**src/rtl/instruction_fetch_unit.sv**
```systemverilog
// rtl/instruction_fetch_unit.sv - single-word instruction fetch sequencer with alignment and timeout faults
module instruction_fetch_unit #(
  parameter logic [31:0] RESET_VECTOR   = 32'hE0000000,
  parameter int unsigned TIMEOUT_CYCLES = 255
) (
  input  logic        clock,
  input  logic        reset,
  input  logic        fetchStart,
  input  logic        jumpValid,
  input  logic [31:0] jumpTarget,
  input  logic        faultClear,
  input  logic        busWait,
  input  logic [31:0] busReadData,
  output logic        busEnable,
  output logic        busWrite,
  output logic [1:0]  busSize,
  output logic [31:0] busAddress,
  output logic        irWriteEnable,
  output logic        fetchDone,
  output logic        fetchBusy,
  output logic [31:0] fetchedPc,
  output logic [31:0] pc,
  output logic        fault,
  output logic [1:0]  faultCause
);

  localparam int WCW = (TIMEOUT_CYCLES < 2) ? 1 : $clog2(TIMEOUT_CYCLES + 1);
  localparam logic [WCW-1:0] TIMEOUT_W = WCW'(TIMEOUT_CYCLES);

  localparam logic [1:0] CAUSE_NONE     = 2'b00;
  localparam logic [1:0] CAUSE_MISALIGN = 2'b01;
  localparam logic [1:0] CAUSE_TIMEOUT  = 2'b10;

  typedef enum logic [1:0] {
    IDLE  = 2'd0,
    READ  = 2'd1,
    ERROR = 2'd2
  } state_t;

  state_t         r_state;
  state_t         w_state_next;
  logic [31:0]    r_pc;
  logic [31:0]    w_pc_next;
  logic [31:0]    r_fetched_pc;
  logic [31:0]    w_fetched_pc_next;
  logic [WCW-1:0] r_wait_count;
  logic [WCW-1:0] w_wait_count_next;
  logic [1:0]     r_fault_cause;
  logic [1:0]     w_fault_cause_next;
  logic [31:0]    w_eff_addr;
  logic           w_complete;
  logic [31:0]    w_unused_data;

  // Read data goes straight to the instruction register outside this block.
  assign w_unused_data = busReadData;

  assign w_eff_addr = jumpValid ? jumpTarget : r_pc;
  // A reset landing on the completing cycle must not strobe the IR.
  assign w_complete = (r_state == READ) && !busWait && reset;

  always_comb begin
    w_state_next       = r_state;
    w_pc_next          = r_pc;
    w_fetched_pc_next  = r_fetched_pc;
    w_wait_count_next  = r_wait_count;
    w_fault_cause_next = r_fault_cause;
    case (r_state)
      IDLE: begin
        if (jumpValid) w_pc_next = jumpTarget;
        if (fetchStart) begin
          if (w_eff_addr[1:0] != 2'b00) begin
            w_state_next       = ERROR;
            w_fault_cause_next = CAUSE_MISALIGN;
          end else begin
            w_state_next      = READ;
            w_wait_count_next = '0;
          end
        end
      end
      READ: begin
        if (!busWait) begin
          w_fetched_pc_next = r_pc;
          w_pc_next         = r_pc + 32'd4;
          w_state_next      = IDLE;
        end else if (r_wait_count == TIMEOUT_W) begin
          w_state_next       = ERROR;
          w_fault_cause_next = CAUSE_TIMEOUT;
        end else begin
          w_wait_count_next = r_wait_count + 1'b1;
        end
      end
      ERROR: begin
        if (jumpValid) w_pc_next = jumpTarget;
        if (faultClear) begin
          w_state_next       = IDLE;
          w_fault_cause_next = CAUSE_NONE;
        end
      end
      default: w_state_next = IDLE;
    endcase
  end

  always_ff @(posedge clock) begin
    if (!reset) begin
      r_state       <= IDLE;
      r_pc          <= RESET_VECTOR;
      r_fetched_pc  <= '0;
      r_wait_count  <= '0;
      r_fault_cause <= CAUSE_NONE;
    end else begin
      r_state       <= w_state_next;
      r_pc          <= w_pc_next;
      r_fetched_pc  <= w_fetched_pc_next;
      r_wait_count  <= w_wait_count_next;
      r_fault_cause <= w_fault_cause_next;
    end
  end

  assign busEnable     = (r_state == READ);
  assign busWrite      = 1'b0;
  assign busSize       = 2'b10;
  assign busAddress    = r_pc;
  assign irWriteEnable = w_complete;
  assign fetchDone     = w_complete;
  assign fetchBusy     = (r_state != IDLE);
  assign fetchedPc     = r_fetched_pc;
  assign pc            = r_pc;
  assign fault         = (r_state == ERROR);
  assign faultCause    = r_fault_cause;

endmodule

```
**config.mk**
```make
export PLATFORM = sky130hd
export DESIGN_NAME = instruction_fetch_unit
export DESIGN_NICKNAME = d
export VERILOG_FILES = /design/src/rtl/instruction_fetch_unit.sv
export SDC_FILE = /design/constraint.sdc
export NUM_CORES = 1
export LEC_CHECK = 0
export BUFFER_PORTS_ARGS = -buffer_cell sky130_fd_sc_hd__buf_2
export CAP_MARGIN = 25
export CORE_ASPECT_RATIO = 0.9
export CORE_MARGIN = 10
export CORE_UTILIZATION = 52
export CTS_CLUSTER_DIAMETER = 100
export CTS_CLUSTER_SIZE = 30
export DETAILED_ROUTE_END_ITERATION = 10
export GPL_TIMING_DRIVEN = 0
export PLACE_DENSITY_LB_ADDON = 0.15
export REMOVE_ABC_BUFFERS = 1
export SLEW_MARGIN = 20
export SYNTH_ARGS = -nofsm -noshare
export SYNTH_HDL_FRONTEND = slang
export SYNTH_SLANG_ARGS = --single-unit
```
**constraint.sdc**
```tcl
create_clock -name clock -period 3.25 [get_ports clock]
set_input_delay 0.325 -clock clock [delete_from_list [all_inputs] [get_ports clock]]
set_output_delay 0.325 -clock clock [all_outputs]
set_load 0.02 [all_outputs]
```
Word level (Yosys, flattened, before mapping)
Index checks and enable logic that the tools add are counted.
{"block": "totals", "register_bits": 76, "word_cells": 56, "output_inout_bits": 106}
{"block": "classes", "bitwise": 1, "eq_ne": 13, "mux": 18, "n_reduce_logical": 16, "add_sub_neg": 2}
{"operator": "$mux 32", "n": 2}
{"operator": "$pmux 32 s2", "n": 1}
{"operator": "$add 32x3->32 const B", "n": 1}
{"operator": "$mux 8", "n": 4}
{"operator": "$mux 2", "n": 8}
{"operator": "$pmux 8 s2", "n": 1}
{"operator": "$ne 2x2->1 const B", "n": 7}
{"operator": "$pmux 2 s3", "n": 2}
{"operator": "$add 8x1->8 const B", "n": 1}
{"operator": "$eq 8x8->1 const B", "n": 1}
{"operator": "$reduce_bool 2->1", "n": 4}
{"operator": "$reduce_and 3->1", "n": 2}
{"operator": "$reduce_and 6->1", "n": 1}
{"operator": "$reduce_and 5->1", "n": 1}
{"operator": "$ne 2x1->1 const B", "n": 2}
{"operator": "$reduce_and 2->1", "n": 2}
{"operator": "$ne 3x2->1 const B", "n": 1}
{"operator": "$reduce_bool 3->1", "n": 1}
{"operator": "$eq 2x1->1 const B", "n": 1}
{"operator": "$eq 2x2->1 const B", "n": 1}
{"operator": "$logic_and 1x1->1", "n": 2}
{"operator": "$logic_not 2->1", "n": 1}
{"operator": "$reduce_or 2->1", "n": 1}
{"operator": "$logic_not 1->1", "n": 1}
{"operator": "$not 1->1", "n": 1}

Longest topological paths before layout
Gate-level depths: netlist of the first run.
{"block": "logic_depth", "word_depth": 5, "ltp_mapped": 10}

Least setup slack after synthesis of the first run
No wires, ideal clock.
{"block": "synth_timing", "path_type": "register -> output", "startpoint": "register r_state[1]", "endpoint": "output irWriteEnable", "n_path_buf": 4, "stages_incl_launch_ff": 9, "required_time_ns": 2.925, "t_arrival_ns": 1.949, "setup_slack_ns": 0.976, "cell_sequence": "dfxtp_1 inv_1 ha_1 clkbuf_1 nand2b_1 clkbuf_1 clkbuf_1 nor2_1 buf_4"}
{"block": "synth_between", "elab_chain_len": 3}
{"item": "from (decl)", "line": "40", "text": "state_t r_state;"}
{"item": "from (signal assigned)", "line": "111", "text": "r_state <= w_state_next;"}
{"item": "$eq 2x1->1"}
{"item": "named net busEnable", "line": "14", "text": "output logic busEnable,"}
{"item": "$logic_and 1x1->1 (2 in series)", "line": "59", "text": "assign w_complete = (r_state == READ) && !busWait && reset;"}
{"item": "to (decl)", "line": "18", "text": "output logic irWriteEnable,"}
The timed path passes the listed nets, and every way through them passes these cells.

Worst setup path in the final report of the first run
{"block": "layout_timing", "startpoint": "register r_state[1]", "endpoint": "register r_pc[22], in the netlist busAddress[22]"}
{"block": "layout_between", "elab_chain_len": 4}
{"item": "$eq 2x2->1 / $logic_not 2->1 (equally long branches)", "line": "67", "text": "case (r_state)"}
{"item": "$reduce_or 2->1 (no line)"}
{"item": "$ne 2x1->1 (no line) / $reduce_bool 2->1 (equally long branches)"}
{"item": "$reduce_and 3->1 (no line)"}
{"item": "to (signal assigned)", "line": "112", "text": "r_pc <= w_pc_next;"}
{"item": "to (decl)", "line": "42", "text": "logic [31:0] r_pc;"}
Parallel ways exist; a longest one is shown, timed or not.
A chain may end at the register's enable or synchronous reset.

==> results.txt, run 1 <==
The site row count is 30, and the measured slew at the worst slew-check pin is 1032 ps. The worst setup path is launched from a flop. The violation count after the first detailed-routing iteration was 252; the detailed-route wire length per cell was 17.40 um.

For this run, the post-layout net count is 691. 0 antenna diodes ended up in the layout. Sequential elements use 37.46% of the synthesized area.

The cell count after synthesis came out at 528. Setup repair after global routing left no endpoint under its margin. After detailed routing, the met3 layer carries 1051 um of wire. The total overflow left after global routing is 0. Once layout is complete, the utilization of the core stands at 62.85%. The run gives 8838 um as the placed wire-length estimate after detailed placement. The largest net degree at the start of global routing was 55; the maximum net fanout on the critical path was 19. The path class of the tightest hold or removal check is primary input to flop.

The tools report the portion of total power attributed to the clock network as 24.2%. The endpoint kind of the worst setup timing path is a flop. The critical path goes through inv_1 > ha_1 > a21oi_1 > o21ai_2 > buf_6 > or4_1 > nand4_1 > o21ai_0.

Post-CTS timing repair inserted 0 buffers for setup. The time the worst path needs with I/O delays and setup came out at 2966 ps. On the critical path, the stage with the largest delay is an instance of a21oi_1. Worst endpoint data arrival time: 3200 ps. The number of sinks on the clock net was 76. The clock root buffer was clkbuf_8. Signal routing reaches up to met4. For the total via count in the routed design, the log shows 4,144.

The worst-case IR drop observed on VDD is 0.0004265 V. Net switching is 41.80% of the power. After clock tree synthesis, the clock-pin slew on the worst setup and hold paths is 80 ps.

The max-slew violation total from the final report is 0. The number of buffers and inverters on the critical path was 2; the largest stage delay on the critical path was 760 ps. For this design the top-level I/O count stands at 176. Max-cap violations in this run came to 0.

In this run, synthesis produced a sequential element count of 76. The fraction of registers with async set/reset was 0%. Overall power consumption after layout is estimated at 0.003315 W.

The tools report the total of warnings raised by yosys as 0. After detailed routing, the number of vias per cell comes to 5.788. The tools report the area of the mapped netlist as 4061 sq um. In this run the mean area of a mapped cell was 7.692 sq um.

Dividing the final minimum period by the clock period gives 91.26%. The run gives 56 as the post-synthesis cell type count. For this run, the leading register cell type out of synthesis is dfxtp_1. Internal power comes to 0.001929 W. The H-tree was split into 3 levels. Power spread over the standard cell area amounts to 695.6 nW/um^2.

The floorplan step defined a die boundary enclosing 11,750 sq um. TritonCTS built the clock tree. Combinational logic is responsible for 39.2% of the overall power.

Buffers inserted to repair hold after CTS numbered 0. The type of the worst setup path was flop to flop. The tools report the number of antenna violations at the first check in global routing as 0. The leakage power was 2.063 nW; the met1 routed wirelength after detailed routing was 5170 um. Via count of the first global-routing pass: 4,119. The flow ran to the end, and the final reports show no timing, DRC or antenna violations. The most critical setup path has its startpoint at r_state[1].

Before antenna repair, the detailed router went through 5 iterations. The horizontal die dimension works out to 113.2 um. The worst min-delay path startpoint is jumpTarget[29]. The origin of the critical flop-to-flop path was r_state[1]. The layout overhead on the synthesized area is 17.34%, and the required time of the critical path is 3490 ps. Grouping stages by cell kind, the critical path spends the most delay in compound AO/OA/AOI/OAI gates. The tools report the detailed-routed wire length on met2 as 6079 um.

Residual antenna-violating net count after detailed routing: 0. In this run the vertical extent of the chip is 103.8 um. The maximum frequency from static timing analysis was 337.2 MHz; the number of port buffers was 140. The worst setup skew after layout was 8.928 ps; the count of unresolved DRC violations after routing was 0.

The routed design has 12,460 um of wire. After clock tree synthesis, the repair step resized 0 gates. Summed over all nets, the switching power comes to 0.001386 W. The layout has 721 filler cells. Global routing consumed, over all layers together, 20.59% of the routing resources. The share of power burned in registers is 36.6%. For this configuration, the core starts out at a cell density of 53.56%. Headroom to the max-slew limit came out at 31.20%. Setup violations remaining at the end of the flow were counted as 0.

The number of clock buffers added by TritonCTS is 9. The synthesized design contains 0 enable-type register cells. The logs give 0 for the total count of hold-check failures in the final report and 350 ps for the clock latency of the later-clocked register in the worst-skew pair. Final weighted congestion in routability-driven placement: 0.8373. The post-route netlist has 27.26% of its cells at a drive strength greater than 1.

The longest clock path from root to sink contains 2 buffers. The global-route wire length before repair came out at 20,570 um. The core outline area was 7582 sq um.
-- worst paths after layout --
kind / to / slack [ps] / cells after the start
worst min register to register: fetchedPc[10] / 450 / 2
worst min-delay path: busAddress[29] / 240 / 3
worst max-delay path: busAddress[22] / 280 / 8
worst max register to register: busAddress[22] / 280 / 8
-- cell type report --
class | instances | area, sq um | share of cell area (%)
clock buffers | 12 | 145.1 | 3.045
flip-flops and latches | 76 | 1521 | 31.92
clock inverters | 4 | 72.57 | 1.523
repair buffers | 143 | 742.0 | 15.57
multi-input cells | 377 | 2135 | 44.79
well taps | 96 | 120.1 | 2.520
inverters | 8 | 30.03 | 0.6301
-- logic make-up after synthesis --
logic type,synth area share (%)
buffers and inverters,10.47
XOR/XNOR,1.294
multiplexers,1.232
AO/OA/AOI/OAI,22.24
other,0.1849
adder cells (fa/ha/maj),1.848
flip-flops,37.46
AND/OR/NAND/NOR,25.26
-- state kept, by name (all words and copies together), names as in the netlist --
| register | cells |
|---|---|
| r_wait_count | 8 |
| fetchedPc | 32 |
| r_state | 2 |
| busAddress | 32 |
| faultCause | 2 |
-- power by group through the flow --
stage | Combinational, W | Clock, W | Sequential [W]
2_1_floorplan | 0.000611 | 0 | 0.00142
3_3_place_gp | 0.00124 | 0 | 0.00122
5_1_grt | 0.00143 | 0.000852 | 0.00124
3_5_place_dp | 0.00130 | 0 | 0.00123
6_report | 0.00130 | 0.000801 | 0.00121
4_1_cts | 0.00130 | 0.000812 | 0.00121
-- cell usage in the layout, fill, tap and decap left out, types with 3 or more instances in the layout --
cell | netlist | final
o22ai_1 | 8 | 8
nor3_1 | 20 | 20
dfxtp_1 | 76 | 76
xor2_1 | 5 | 5
o311ai_0 | 3 | 3
inv_1 | 7 | 7
a21oi_1 | 67 | 67
and2_1 | 4 | 4
o21ai_0 | 15 | 15
mux2i_1 | 5 | 5
clkbuf_8 | 0 | 10
a221oi_1 | 5 | 5
o21a_1 | 5 | 5
nand2_1 | 103 | 103
nand4_1 | 12 | 12
and3_1 | 9 | 9
nor2_1 | 23 | 22
a31oi_1 | 3 | 3
and4_1 | 5 | 5
o31a_1 | 3 | 3
or4_1 | 3 | 3
a211oi_1 | 7 | 7
or3_1 | 4 | 4
o221ai_1 | 4 | 4
a21o_1 | 4 | 4
buf_2 | 1 | 140
ha_1 | 6 | 6
conb_1 | 2 | 3
nor4_1 | 6 | 6
nand3_1 | 12 | 12
-- synth_stat cells, drive strengths merged, types with 8 or more instances --
library cell  number  area, sq um
a21oi             67        335.3
o22ai              8        50.05
clkbuf            30        112.6
o21ai             17        85.08
nand2            104        392.9
nor2              23        86.33
nand4             12        75.07
inv                8        30.03
dfxtp             76         1521
buf               38        282.8
and3               9        56.30
nor3              20        100.1
nand3             12        60.06
-- worst reg2reg max path, cell delays in order (launching register included) --
cell	delay, ps
dfxtp_1	380
inv_1	70
ha_1	360
a21oi_1	760
o21ai_2	310
buf_6	270
or4_1	520
nand4_1	100
o21ai_0	90
-- metal layers --
metal	vias to the layer above	global-route usage [%]
met5	-	0
met4	0	5.435
met3	18	6.978
met2	156	33.39
met1	1940	25.31
li1	2030	-
-- stage by stage --
step	std cells	setup slack (ps)	setup TNS (ps)	hold WS, ps	instance area [sq um]
2_1_floorplan	461	133.7	0	442.6	3670
5_1_grt	716	92.72	0	255.5	4766
3_3_place_gp	697	-951.7	-16760	437.8	4491
3_5_place_dp	700	288.9	0	443.5	4548
4_1_cts	716	279.9	0	232.3	4766
6_report	716	284.0	0	239.0	4766
(Power assumes the default switching activity.)
==> inputs of run 2 (changes only) <==
--- a/config.mk
+++ b/config.mk
@@ -16,5 +16,4 @@
 export GPL_TIMING_DRIVEN = 0
 export PLACE_DENSITY_LB_ADDON = 0.15
-export REMOVE_ABC_BUFFERS = 1
 export SLEW_MARGIN = 20
 export SYNTH_ARGS = -nofsm -noshare
==> constraint.sdc (replaced) <==
create_clock -name clock -period 3.25 [get_ports clock]
set_input_delay 0.975 -clock clock [delete_from_list [all_inputs] [get_ports clock]]
set_output_delay 0.975 -clock clock [all_outputs]
set_load 0.02 [all_outputs]
==> results.txt, run 2 (synthesis results as in run 1) <==
The via count of the first global-routing pass was 4,263 (+3.5%). For the met1 track utilization from global routing, the log shows 28.26% (+3.0 points). Layout cell share with drive strength beyond 1: 29.82% (+2.6 points). The run gives 0 (unchanged) as the number of antenna diodes.

The worst hold path belongs to the class flop to flop. The run gives 4,453 (+7.5%) as the total via count in the routed design. The cell class contributing the biggest share of worst-path delay is buffers and inverters. The total number of cells along the worst setup path came out at 6 (-2).

The cell count of the worst hold path came out at 2 (-1). In this run the most used layer during global routing was met2. The fill cell instance count of the final layout is 693 (-3.9%), and the utilization after layout is 67.34% (+4.5 points). The overall die height was 103.8 um (unchanged); the count of unresolved DRC violations after routing was 0 (unchanged). Number of port buffers: 140 (unchanged). The worst setup path is launched from a primary input.

Horizontal die dimension: 113.2 um (unchanged). The total power draw was 0.003475 W (+4.8%); the H-tree depth reported by CTS was 3 (unchanged). The top-level I/O count is 176 (unchanged), and the initial standard-cell utilization of the core is 53.56% (unchanged). The post-CTS setup buffer count came out at 0 (unchanged).

The tools report the placed wire-length estimate after detailed placement as 10,120 um (+15%). Cell area power density: 680.6 nW/um^2 (-2.2%). The run gives 0 (unchanged) as the max-capacitance violation count. The clock latency of the later-clocked register in the worst-skew pair was 360 ps (about the same). The tools report the max-slew violation total from the final report as 0 (unchanged). The number of buffers added by the clock tree synthesis step was 9 (unchanged); the core outline area was 7582 sq um (unchanged).

The met2 usage in global routing came out at 35.72% (+2.3 points). The tools report the clock root buffer as clkbuf_8. Headroom to the max-slew limit: 38.43% (+7.2 points). The largest stage delay on the critical path was 430 ps (-330 ps). Traced cell by cell, the critical path runs through buf_2 > inv_2 > clkbuf_1 > nor2_1 > buf_4 > buf_2. In the layout the commonest cells are buf_2, nand2_1, dfxtp_1, a21oi_1, buf_4.

The maximum frequency from static timing analysis came out at 319.3 MHz (-5.3%). The violation count after the first detailed-routing iteration came out at 411 (+63%). TritonCTS built the clock tree. The area growth from synthesis to layout is 25.72%. The measured slew at the worst slew-check pin was 923.6 ps (-108.4 ps). The global routing usage summed across all routing layers came out at 22.18% (+1.6 points). The tools report the worst setup skew after layout as 8.674 ps (-0.2545 ps). The run gives 6.344% (-0.63 points) as the met3 track demand over resource in global routing. The master of the slowest instance on the critical path is clkbuf_1. The time the worst path needs with I/O delays and setup works out to 3132 ps (+166.0 ps). By startpoint and endpoint, the worst setup path is classified as primary input to primary output.

The global-route wire length before repair was 21,850 um (+6.2%). The flow ran to the end, and the final reports show no timing, DRC or antenna violations. In this design, the critical path's most frequently occurring cell is buf_2. The largest net degree at the start of global routing was 14 (-75%); the path depth of the worst reg2reg path was 7 (-1). The total count of hold-check failures in the final report is 0 (unchanged), and the maximum net fanout on the critical path is 10 (-9). Area enclosed by the die boundary: 11,750 sq um (unchanged). The worst endpoint data arrival time was 2160 ps (-1040 ps); the clock transition time at the flip-flop clock pins of the worst setup and hold paths was 80 ps (about the same).

The number of antenna violations at the first check in global routing is 0 (unchanged), and the number of buffers and inverters on the critical path is 5 (+3). The run gives 76 (unchanged) as the number of sinks on the clock net. The run gives 0 ps (unchanged) as the final total negative setup slack. The count of TritonRoute iterations in the first routing pass was 6 (+1); the ratio of routed vias to standard cells was 5.709 (-1.4%).

For the routed wire length, the log shows 13,610 um (+9.2%). The buffer levels on the longest clock path is 2 (unchanged). Leaving out fill and tap cells, the most frequent cell in the layout is buf_2. For the site row count, the log shows 30 (unchanged).

The number of setup violations in the final report came out at 0 (unchanged). The residual antenna-violating net count after detailed routing is 0 (unchanged). Endpoint kind of the worst setup timing path: a primary output. Setup repair after global routing left no endpoint under its margin. The leakage power was 2.273 nW (+10%); the overall overflow remaining after global route was 0 (unchanged). The final net count came out at 755 (+9.3%). The detailed-route wire length per cell came out at 17.45 um (+0.26%). The final weighted congestion in routability-driven placement was 0.9445 (+13%); the share of the clock period used by the worst path was 96.37% (+5.1 points). The largest voltage drop on the vdd net is 0.0004918 V (+15%), and the required time of the critical path is 2270 ps (-1220 ps).
## run 2: report_power, final
| group | switching [W] | internal [W] |
|---|---|---|
| combinational | 0.000930 | 0.000527 |
| clock | 0.000363 | 0.000432 |
| sequential | 0.000182 | 0.00104 |
## run 2: repair_timing
| item | 4_1_cts | 5_1_grt |
|---|---|---|
| pin swaps | 0 | 0 |
| setup endpoints to repair | 2 | 1 |
| hold buffers | 0 | 0 |
| resized for setup | 3 | 1 |
## run 2: worst paths after layout
check,slack (ps),startpoint,end
hold reg to reg,450,fetchedPc[16],fetchedPc[16]
hold / removal,450,fetchedPc[16],fetchedPc[16]
setup / recovery,120,reset,irWriteEnable
setup reg to reg,240,r_state[1],busAddress[16]
## run 2: metal layers
layer	part of all wire, %	vias to the layer above
met5	0	-
met4	1.5	0
met1	42	2051
met2	47	227
li1	-	2151
met3	9.9	24
## run 2: stage by stage
step                      worst slack, ps  cells  hold WS [ps]  instance area (sq um)
after floorplan                     288.2    529         444.1                   4065
after global placement             -34.48    765         438.3                   4886
after detailed placement           -90.96    765         444.0                   4886
after CTS                           68.35    780         456.0                   5104
after global routing                55.18    780         471.1                   5106
final                               118.0    780         453.5                   5106
## run 2: layout make-up
class | instances | area (sq um) | area share (%)
Buffer | 67 | 396.6 | 7.768
Clock buffer | 10 | 127.6 | 2.499
Clock inverter | 6 | 88.84 | 1.740
Inverter | 8 | 30.03 | 0.5881
Multi-Input combinational cell | 377 | 2121 | 41.53
Sequential cell | 76 | 1521 | 29.80
Tap cell | 96 | 120.1 | 2.352
Timing Repair Buffer | 140 | 700.7 | 13.72
## run 2: worst register-to-register path: stages (launching register included)
cell and delay, ps:
dfxtp_1 390, inv_1 90, ha_1 250, a21oi_1 730
o21ai_1 500, clkbuf_1 400, o311ai_0 400, o22ai_1 110
==> inputs of run 3 (changes only) <==
- CORE_UTILIZATION: 52 -> 35
- CTS_BUF_LIST: unset -> sky130_fd_sc_hd__clkbuf_8
==> results.txt, run 3 (synthesis results as in run 1) <==
The largest voltage drop on the vdd net came out at 0.0002710 V (-45%). The tools report the net switching power of the design as 0.001457 W (-1.3%). The top cell types in the final layout, fill and taps aside, are buf_2, nand2_1, dfxtp_1, a21oi_1, buf_4. The worst setup path is launched from a primary input.

The tools report the via count of the first global-routing pass as 4,320 (+1.3%). The horizontal die dimension was 133.6 um (+18%); the violation count after the first detailed-routing iteration was 335 (-18%). The logs give 3 (unchanged) for the H-tree depth reported by CTS and 4,355 (-2.2%) for the total via count in the routed design.

The cell area power density came out at 645.6 nW/um^2 (-5.1%). The path class of the tightest hold or removal check is flop to flop. The tools report the sequential cell area as 1521 sq um (unchanged).

For this design, the slowest cell found on the critical path is clkbuf_1. Setup repair after global routing left no endpoint under its margin. The run gives 0 (unchanged) as the number of antenna violations at the first check in global routing. Traced cell by cell, the critical path runs through buf_2 > inv_2 > clkbuf_1 > nor2_1 > buf_4 > buf_2. The switching portion of total power is 44.13% (+1.7 points), and the global-route wire length before repair is 23,180 um (+6.1%).

Among cell families on the critical path, the largest total delay comes from buffers and inverters. The logs give 0 ps (unchanged) for the final total negative setup slack and 2125 sq um (+0.18%) for the footprint of the multi-input gates. The number of buffers and inverters on the critical path was 5 (unchanged); the cell internal power dissipation was 0.001845 W (-7.8%). The run finished with clean final reports. The post-CTS setup buffer count is 0 (unchanged). Total count of hold-check failures in the final report: 0 (unchanged). The run gives 0 (unchanged) as the number of antenna diodes. The most common library cell in the layout ignoring fill and taps is buf_2. The number of setup violations in the final report came out at 0 (unchanged). Buffer levels on the longest clock path: 2 (unchanged). The placed wire-length estimate after detailed placement is 11,060 um (+9.2%). By startpoint and endpoint, the worst setup path is classified as primary input to primary output. The tools report the global routing usage summed across all routing layers as 17.69% (-4.5 points).

The tools report the initial standard-cell utilization of the core as 35.66% (-18 points). The measured slew at the worst slew-check pin came out at 746.3 ps (-177.2 ps). The logs give 11 (-3) for the largest net degree at the start of global routing and 9 (unchanged) for the number of buffers added by the clock tree synthesis step. The site row count is 37 (+23%). Overall overflow remaining after global route: 0 (unchanged).

The clock root buffer is clkbuf_8. The run gives 1,216 (+75%) as the fill cell instance count of the final layout. The worst endpoint data arrival time was 2200 ps (+40 ps).

The logs give 2.254 nW (-0.84%) for the leakage power and 176 (unchanged) for the top-level I/O count. The worst setup skew after layout is 7.244 ps (-1.430 ps). The number of port buffers is 140 (unchanged), and the hold-fix buffer count after cts is 0 (unchanged).

The worst hold slack across all endpoints is 451.5 ps (-2.032 ps). The clock latency of the later-clocked register in the worst-skew pair is 360 ps (about the same). The worst setup slack before clock tree synthesis is -121.1 ps (-30.10 ps), and the time the worst path needs with I/O delays and setup is 3174 ps (+42.38 ps). Max-slew violation total from the final report: 0 (unchanged). The portion of total power attributed to the clock network is 18.4% (-4.5 points), and the area enclosed by the die boundary is 16,320 sq um (+39%). The logs give 2270 ps (about the same) for the required time of the critical path and 315.0 MHz (-1.3%) for the maximum frequency from static timing analysis. The logs give 0.8466 (-10%) for the final weighted congestion in routability-driven placement and 0 (unchanged) for the count of unresolved DRC violations after routing. The core outline area is 11,390 sq um (+50%), and the relative contribution of combinational cells to total power is 44.4% (+2.5 points). The clock transition time at the flip-flop clock pins of the worst setup and hold paths works out to 70 ps (about the same). The detailed-route wire length per cell came out at 17.71 um (+1.5%).

The number of sinks on the clock net is 76 (unchanged), and the max-capacitance violation count is 0 (unchanged). The post-layout worst setup margin is 75.61 ps (-42.38 ps), and the ratio of routed vias to standard cells is 5.209 (-8.8%). The largest stage delay on the critical path was 460 ps (+30 ps). The share of the clock period used by the worst path is 97.67% (+1.3 points). Residual antenna-violating net count after detailed routing: 0 (unchanged).

The tools report the share of power burned in registers as 37.2% (+2.0 points). Layout cell share with drive strength beyond 1: 29.41% (-0.41 points). The worst-case register-to-register setup slack came out at 540 ps (+300 ps).

Endpoint kind of the worst setup timing path: a primary output. The run gives 49.91% (+11 points) as the headroom to the max-slew limit. The overall die height was 122.2 um (+18%); the final net count was 755 (unchanged). Most numerous cell on the critical path: buf_2.

The maximum net fanout on the critical path was 10 (unchanged). The tools report the count of TritonRoute iterations in the first routing pass as 5 (-1). The area growth from synthesis to layout is 25.91%.

TritonCTS built the clock tree. The routed wire length came out at 14,810 um (+8.8%).
==> run 3: power by group through the flow <==
| stage | Clock, W | Sequential (W) | Combinational [W] |
|---|---|---|---|
| floorplan | 0 | 0.00132 | 0.000874 |
| global placement | 0 | 0.00124 | 0.00145 |
| detailed placement | 0 | 0.00125 | 0.00146 |
| CTS | 0.000631 | 0.00122 | 0.00146 |
| global route | 0.000677 | 0.00125 | 0.00160 |
| finish | 0.000609 | 0.00123 | 0.00147 |
==> run 3: metrics by stage <==
stage	instances	area, sq um	total power (W)	utilization (%)
after floorplan	529	4065	0.002189	-
after global placement	825	4961	0.002687	43.56
after detailed placement	825	4961	0.002703	43.56
after CTS	836	5107	0.003317	44.85
after global routing	836	5114	0.003524	44.90
final	836	5114	0.003301	44.90
==> run 3: cell type report <==
cell class                      instances  share of cell area, %
Inverter                                8                 0.5872
Tap cell                              156                  3.817
Multi-Input combinational cell        377                  41.55
Timing Repair Buffer                  140                  13.70
Buffer                                 67                  7.756
Clock inverter                          2                 0.1468
Sequential cell                        76                  29.75
Clock buffer                           10                  2.691
==> run 3: timing repair <==
| action | CTS | global route |
|---|---|---|
| gates cloned | 0 | 0 |
| gates resized for setup | 3 | 2 |
| setup endpoints to repair | 2 | 3 |
==> run 3: per-layer routing <==
layer / track usage (%) / vias up / part of all wire, %
li1: - / 2152 / -
met1: 22.17 / 2035 / 45
met2: 28.03 / 144 / 45
met3: 5.885 / 24 / 7.9
met4: 6.114 / 0 / 2.1
met5: 0 / - / 0
==> run 3: worst paths after layout <==
check	end	cells after the start	from
max	irWriteEnable	6	reset
min	fetchedPc[16]	2	fetchedPc[16]
max reg2reg	busAddress[16]	8	r_state[0]
min reg2reg	fetchedPc[16]	2	fetchedPc[16]
==> run 3: worst min-delay path, stage by stage, from the launching register on <==
cell and delay (ps):
dfxtp_1 310, nand2_1 50, a21oi_1 50
